File: src/rtl/change_dispenser.sv
// Change dispenser: greedily plans a payout from per-denomination inventory,
// then releases coins one at a time to the hopper over a valid/ack handshake.
module change_dispenser #(
    parameter int INV_W      = 8,
    parameter int INIT_COUNT = 10
) (
    input  logic             clock,
    input  logic             reset,
    input  logic             change_valid,
    input  logic [7:0]       change_amount,
    output logic             change_ready,
    output logic             coin_valid,
    output logic [7:0]       coin_value,
    input  logic             coin_ack,
    input  logic             refill,
    input  logic [1:0]       refill_denom,
    input  logic [INV_W-1:0] refill_count,
    output logic             done,
    output logic             error,
    output logic [7:0]       paid_total
);
    // Common width for comparing an 8-bit quotient against an inventory count.
    localparam int CW = (INV_W > 8) ? INV_W : 8;

    typedef enum logic [2:0] {S_IDLE, S_PLAN, S_DISPENSE, S_DONE, S_ERROR} state_t;

    state_t           state_reg, state_next;
    logic [INV_W-1:0] inv_reg  [4];   // index 0..3 holds 10, 20, 50, 100
    logic [INV_W-1:0] plan_reg [4];
    logic [7:0]       rem_reg;
    logic [1:0]       step_reg;
    logic [7:0]       paid_reg;

    function automatic logic [7:0] denom(input logic [1:0] idx);
        case (idx)
            2'd0:    return 8'd10;
            2'd1:    return 8'd20;
            2'd2:    return 8'd50;
            default: return 8'd100;
        endcase
    endfunction

    logic          accept;
    logic [1:0]    plan_idx;
    logic [7:0]    plan_denom;
    logic [7:0]    quot;
    logic [CW-1:0] quot_w, inv_w, take_w;
    logic [7:0]    rem_after;

    always_comb begin
        accept     = (state_reg == S_IDLE) && change_valid;
        plan_idx   = ~step_reg;   // steps 0..3 visit 100, 50, 20, 10
        plan_denom = denom(plan_idx);
        quot       = rem_reg / plan_denom;
        quot_w     = CW'(quot);
        inv_w      = CW'(inv_reg[plan_idx]);
        take_w     = (quot_w < inv_w) ? quot_w : inv_w;
        rem_after  = rem_reg - 8'(take_w * CW'(plan_denom));
    end

    logic             coin_take;
    logic [1:0]       coin_idx;
    logic             any_left;
    logic [INV_W-1:0] plan_dec [4];

    // The offered coin is always the largest denomination still planned.
    always_comb begin
        coin_take = (state_reg == S_DISPENSE) && coin_ack;
        coin_idx  = 2'd0;
        for (int i = 0; i < 4; i++)
            if (plan_reg[i] != '0) coin_idx = 2'(i);
        any_left = 1'b0;
        for (int i = 0; i < 4; i++) begin
            plan_dec[i] = plan_reg[i];
            if (coin_take && coin_idx == 2'(i)) plan_dec[i] = plan_reg[i] - INV_W'(1);
            if (plan_dec[i] != '0) any_left = 1'b1;
        end
    end

    always_comb begin
        state_next   = state_reg;
        change_ready = 1'b0;
        coin_valid   = 1'b0;
        coin_value   = 8'd0;
        done         = 1'b0;
        error        = 1'b0;
        case (state_reg)
            S_IDLE: begin
                change_ready = 1'b1;
                if (change_valid) begin
                    if (change_amount == 8'd0)                 state_next = S_DONE;
                    else if ((change_amount % 8'd10) != 8'd0)  state_next = S_ERROR;
                    else                                       state_next = S_PLAN;
                end
            end
            S_PLAN: begin
                if (step_reg == 2'd3) state_next = (rem_after != 8'd0) ? S_ERROR : S_DISPENSE;
            end
            S_DISPENSE: begin
                coin_valid = 1'b1;
                coin_value = denom(coin_idx);
                if (coin_take && !any_left) state_next = S_DONE;
            end
            S_DONE: begin
                done       = 1'b1;
                state_next = S_IDLE;
            end
            S_ERROR: begin
                error      = 1'b1;
                state_next = S_IDLE;
            end
            default: state_next = S_IDLE;
        endcase
    end

    always_ff @(posedge clock or posedge reset) begin
        if (reset) state_reg <= S_IDLE;
        else       state_reg <= state_next;
    end

    logic [INV_W:0] refill_sum;
    assign refill_sum = {1'b0, inv_reg[refill_denom]} + {1'b0, refill_count};
    assign paid_total = paid_reg;

    always_ff @(posedge clock or posedge reset) begin
        if (reset) begin
            for (int i = 0; i < 4; i++) begin
                inv_reg[i]  <= INV_W'(INIT_COUNT);
                plan_reg[i] <= '0;
            end
            rem_reg  <= 8'd0;
            step_reg <= 2'd0;
            paid_reg <= 8'd0;
        end else begin
            case (state_reg)
                S_IDLE: begin
                    if (refill)
                        inv_reg[refill_denom] <= refill_sum[INV_W] ? '1 : refill_sum[INV_W-1:0];
                    if (accept) begin
                        rem_reg  <= change_amount;
                        paid_reg <= 8'd0;
                        step_reg <= 2'd0;
                        for (int i = 0; i < 4; i++) plan_reg[i] <= '0;
                    end
                end
                S_PLAN: begin
                    plan_reg[plan_idx] <= INV_W'(take_w);
                    rem_reg            <= rem_after;
                    step_reg           <= step_reg + 2'd1;
                end
                S_DISPENSE: begin
                    if (coin_take) begin
                        for (int i = 0; i < 4; i++) plan_reg[i] <= plan_dec[i];
                        inv_reg[coin_idx] <= inv_reg[coin_idx] - INV_W'(1);
                        paid_reg          <= paid_reg + denom(coin_idx);
                    end
                end
                S_ERROR: begin
                    paid_reg <= 8'd0;
                    for (int i = 0; i < 4; i++) plan_reg[i] <= '0;
                end
                default: ;
            endcase
        end
    end
endmodule

File: config.mk
export PLATFORM = sky130hd
export DESIGN_NAME = change_dispenser
export DESIGN_NICKNAME = d
export VERILOG_FILES = /design/src/rtl/change_dispenser.sv
export SDC_FILE = /design/constraint.sdc
export NUM_CORES = 1
export LEC_CHECK = 0
export ABC_AREA = 1
export BUFFER_PORTS_ARGS = -buffer_cell sky130_fd_sc_hd__buf_2
export CAP_MARGIN = 20
export CORE_ASPECT_RATIO = 1.1
export CORE_MARGIN = 2
export CORE_UTILIZATION = 35
export DETAILED_ROUTE_END_ITERATION = 8
export GPL_ROUTABILITY_DRIVEN = 0
export HOLD_SLACK_MARGIN = 0.1
export PLACE_DENSITY = 0.48
export SLEW_MARGIN = 20
export SYNTH_ARGS = -nofsm -noshare
export SYNTH_HDL_FRONTEND = slang
export SYNTH_SLANG_ARGS = --single-unit
File: constraint.sdc
create_clock -name clock -period 18.1 [get_ports clock]
set_input_delay 0.905 -clock clock [delete_from_list [all_inputs] [get_ports clock]]
set_output_delay 0.905 -clock clock [all_outputs]
set_load 0.005 [all_outputs]
Yosys cells after proc, flatten, opt, wreduce, memory -nomap -nowiden

Cells that the tools add are included.
W data, S select, Z words.

Bits in writable memories: 0
Input port bits: 23
Output and inout bits: 20
Register bits after elaboration: 85
Latch bits: 0
Memories kept: 0
Word-level logic and storage cells: 144
Memory bits (read-only): 0

Divide/modulo/power cells: 2
Mux-type cells: 60
Equal/unequal tests: 16
Bitwise gates (word level): 4
$lt $le $gt $ge: 7
Reduce and logical (&&, ||, !) cells: 33
Shift operators: 0
$add $sub $neg: 9
$mul: 1

Operator list:

| kind                  | number |
|---|---|
| $mux W8               | 20 |
| $mux W32              | 4 |
| $pmux W32 S4          | 1 |
| $bwmux W32            | 3 |
| $reduce_bool A8 Y1    | 9 |
| $pmux W32 S2          | 1 |
| $bmux W8 S2           | 3 |
| $demux W8 S2          | 3 |
| $pmux W7 S3           | 2 |
| $sub A8 B1 Y8 const B | 5 |
| $pmux W8 S3           | 1 |
| $mux W3               | 6 |
| $pmux W8 S2           | 1 |
| $reduce_and A3 Y1     | 4 |
| $logic_and A1 B1 Y1   | 10 |
| $ne A2 B2 Y1 const B  | 5 |
| $add A8 B8 Y9         | 1 |
| $ge A3 B3 Y1 const B  | 3 |
| $lt A3 B1 Y1 const B  | 3 |
| $mux W1               | 9 |
| $not A2 Y3            | 3 |
| $pmux W3 S3           | 1 |
| $add A8 B8 Y8         | 1 |
| $div A8 B8 Y8         | 1 |
| 23 further kinds      | 32 |

Longest topological paths before layout

Depth after elaboration: 16
Gate-level depth with buffers: 94
Mapped depth without buffers: 92

Least setup slack after synthesis

No wires, ideal clock.

Path type: register to register
From: register step_reg[1]
To: register state_reg[2]
Path slack: 5,683 ps
Cell stages (with the launch flop): 90
Data required time: 18,027 ps
Period minus slack after synthesis: 12,417 ps
Arrival: 12,344 ps
Buffers on the path: 2
Library setup time: 73 ps
Cell sequence: dfrtp_1 > inv_1 > clkbuf_1 > ha_1 > inv_1 > a21oi_1 > inv_1 > ha_1 > inv_1 > nor2_1 > a21oi_1 > ha_1 > nand2_1 > nor2_1 > nand2_2 > nand2_2 > nor2_1 > a21oi_1 > [... 54 more ...] > nor2_1 > fa_1 > fa_1 > fa_1 > fa_1 > inv_1 > ha_1 > inv_1 > o21bai_1 > xor2_1 > inv_1 > nand3_1 > nand2_2 > inv_1 > nand3_1 > nand3_1 > nand2_1 > a21oi_2

Cells in the longest elaborated chain, start to end: 13
Elaborated cells on any way between the ends: 21
Classes of those cells: add/sub (1); mul (1); div (1); order compare (1); eq/ne (4); mux (8); bitwise (2); reduce/logical (3)

Ends and longest elaborated chain:

| item                                                                   | RTL line | RTL |
|---|---|---|
| start, declared                                                        | 31       | `logic [1:0] step_reg;` |
| start signal, assigned                                                 | 149      | `step_reg <= step_reg + 2'd1;` |
| parallel branches: the longest is 13 deep, another holds $div A8 B8 Y8 | --       |  |
| end signal, assigned                                                   | 118      | `else state_reg <= state_next;` |
| end, declared                                                          | 27       | `state_t state_reg, state_next;` |

Parallel ways; which one is timed is not known. The select of a mux whose other input is x is not followed.
A chain may end at the register's enable or synchronous reset.

Worst setup path after layout

From: register step_reg[0]
To: register state_reg[2]

Same word-level chain as after synthesis.

==> impl_results.rst <==
.. list-table::
   :header-rows: 1

   * - Metric
     - Value
   * - Wire length of the first global-routing pass
     - 49600 um
   * - Post-synthesis sequential area ratio
     - 22.3%
   * - DRC viols
     - 0
   * - Number of antenna violations at the first check in global routing
     - 0
   * - Most common cell after layout, fill and taps aside
     - nand2_1
   * - Post-route cell area
     - 10300 um^2
   * - Slowest library cell on the worst path
     - dfrtp_1
   * - Routed length per placed instance
     - 17.3 um
   * - TritonCTS clock tree
     - yes
   * - Post-CTS clock slew at the launch and capture registers of the worst setup and hold paths
     - 0.08 ns
   * - 1st-pass router iterations
     - 7
   * - Crit path launch type
     - register
   * - Final Skew
     - 0.0171 ns
   * - Number of endpoints failing setup at the final stage
     - 0
   * - Post-synth top area share
     - 20.1%
   * - Maximum fanout along the worst path
     - 21
   * - Remaining global-route overflow
     - 0
   * - Crit path arrival time
     - 15.44 ns
   * - Buffer count from post-CTS setup fixing
     - 0
   * - Layout overhead on the synthesized area
     - 9.38%
   * - Cts hold-fix bufs
     - 0
   * - Number of vias after detailed routing
     - 9184
   * - Final clock period utilization by the worst path
     - 83.9%
   * - Number of instances in the synthesized netlist
     - roughly 1.4k
   * - Critical Path Max Stage Delay
     - roughly 0.75 ns
   * - Placed cell areas
     - 10000 um^2
   * - Number of buffers on the longest clock path
     - 2
   * - Die Width
     - 161 um
   * - Leading register cell type out of synthesis
     - dfrtp_1
   * - Layout net count
     - between 1.5k and 2k
   * - Commonest non-fill, non-tap cells in the layout
     - nand2_1 (274), inv_1 (212), nor2_1 (140)
   * - EDFF count, synth
     - 0
   * - CTS Buf Count
     - 9
   * - Die height
     - 176 um
   * - RSZ-0062 raised after global routing
     - false
   * - Number of port buffers
     - 39
   * - Gates resized, CTS repair
     - 0
   * - Total detailed-routing wirelength
     - 30700 um
   * - Die area
     - between 20000 and 30000 um^2
   * - Fraction of layout instances using a drive strength above 1
     - a little over a tenth
   * - Number of synthesis warnings
     - 0
   * - Post-synthesis register bit count
     - 84
   * - Later-pin clock latency in the skew report
     - roughly 0.36 ns
   * - Filler cell count
     - 2952
   * - Number of clock sinks seen by CTS
     - 84
   * - Average vias per placed instance
     - 5.17
   * - CP Data Required Time
     - about 18 ns
   * - Starting utilization of the core area
     - 35.3%
   * - DRT antenna net count
     - 0
   * - Num ports
     - between 40 and 50
   * - Max-Cap Viols
     - 0
   * - CTS root buffer
     - clkbuf_16
   * - Area of the mapped netlist
     - around 9500 um^2
   * - Number of DRC markers in iteration 0
     - between 500 and 600
   * - Actual slew at the worst max-slew pin
     - 1.10 ns
   * - Post-synth cell types
     - 56
   * - Number of pins with negative max-slew slack in the final report
     - 0
   * - Relative max-transition margin
     - 25.9%
   * - Path category of the worst min-delay check
     - register to register
   * - Crit path kind
     - register to register
   * - Vias in the first global route
     - 9155
   * - Pin count of the biggest net entering global routing
     - 48
   * - Hold Vio Cnt, Final
     - 0
   * - Largest cells by area after synthesis
     - dfrtp_1 (20%), ha_1 (12%), nand2_1 (11%), inv_1 (8.5%), a21oi_1 (5.8%)
   * - Final worst path period need
     - around 15 ns
   * - Worst Setup End Kind
     - register
   * - Status
     - complete, no violations
   * - Antenna diodes
     - 0
   * - Detailed-placement wirelength estimate
     - between 20000 and 25000 um
   * - Total Routing Usage GR
     - 22.1%
   * - Cell taking the most area after synthesis
     - dfrtp_1
   * - Peak clock frequency supported by timing
     - approximately 66 MHz
   * - Post-Synthesis Mean Instance Area
     - 6.82 um^2
   * - Final cell count without fillers
     - 1777
   * - Level count of the clock H-tree
     - 3
   * - Cell Count Post-Placement
     - 1761
   * - Placeable core area
     - 26800 um^2
   * - # rows
     - 63
   * - Share of synthesized flip-flops with an asynchronous set or reset
     - 100%
   * - Setup Total Neg Slack
     - 0 ns
   * - Most frequent CP cell
     - nand2_1
-- cells by family (layout without fill, tap and decap cells) --
family | after synthesis | after routing | synth area share, %
adders and majority gates | 101 | 101 | 14.5
buffers and inverters | 260 | 292 | 10.7
and+or+nand+nor | 565 | 565 | 27.1
AOI/OAI and AO/OA | 318 | 318 | 20.1
DFF | 84 | 84 | 22.3
other | 1 | 3 | 0.0397
xor gates and xnor gates | 57 | 57 | 5.36
-- through the flow --
step | hold slack, ns | utilization (%) | worst slack (ns)
3_3_place_gp | 0.523 | 37.5 | 3.23
4_1_cts | 0.526 | 38.6 | 2.84
3_5_place_dp | 0.515 | 37.5 | 2.87
5_1_grt | 0.551 | 38.6 | 1.30
2_1_floorplan | 0.490 | - | 5.68
6_report | 0.526 | 38.6 | 2.91
-- area by class of cell --
cell class | count | area, um^2 | share of cell area (%)
clock buffers | 9 | 225 | 2.18
clock inverters | 7 | 70.1 | 0.678
inverters | 225 | 860 | 8.31
multi-input cells | 1044 | 6340 | 61.3
flip-flops and latches | 84 | 2110 | 20.4
well taps | 357 | 447 | 4.32
repair buffers | 51 | 285 | 2.76
-- final timing paths --
check | cells after the start | startpoint | to | slack, ns
hold reg to reg | 2 | inv_reg[3]$_DFFE_PP1P_ | inv_reg[3]$_DFFE_PP1P_ | 0.53
max in group asynchronous | 3 | reset | rem_reg[1]$_DFFE_PP0P_ | 16.33
setup reg to reg | 80 | step_reg[0]$_DFFE_PP0P_ | state_reg[2]$_DFFE_PP0P_ | 2.91
setup / recovery | 80 | step_reg[0]$_DFFE_PP0P_ | state_reg[2]$_DFFE_PP0P_ | 2.91
min in group asynchronous | 2 | reset | paid_total[4]$_DFFE_PP0P_ | 0.64
hold / removal | 2 | inv_reg[3]$_DFFE_PP1P_ | inv_reg[3]$_DFFE_PP1P_ | 0.53
-- per-layer routing --
layer,vias to the layer above,part of all wire [%],track usage [%]
met5,-,0,0
met4,0,2.9,7.11
met3,52,2.5,1.83
met2,173,49,39.2
met1,4327,46,28.5
li1,4632,-,-
-- Yosys cell counts (11+ instances only) --
cell / n
o21ai_0: 80
o221ai_1: 11
dfrtp_1: 76
nand2_2: 25
a31oi_1: 33
inv_1: 213
clkbuf_1: 27
nand2_1: 274
a21oi_1: 110
xor2_1: 39
nor3_1: 13
nand3_1: 51
o22ai_1: 14
fa_1: 14
xnor2_1: 17
nor2_1: 140
ha_1: 87
a22oi_1: 29
-- worst max-delay path: cells and delay by family (launching register included) --
family,cells,cell delay (ns)
flops,1,0.75
buf+inv,11,1.89
xor+xnor,1,0.17
compound gates,15,2.94
simple gates,40,4.16
fa+ha+maj,13,5.16
Power is left out: the tool's default activity adds up to more than one toggle a clock period on the data nets, which glitch-free logic cannot reach.
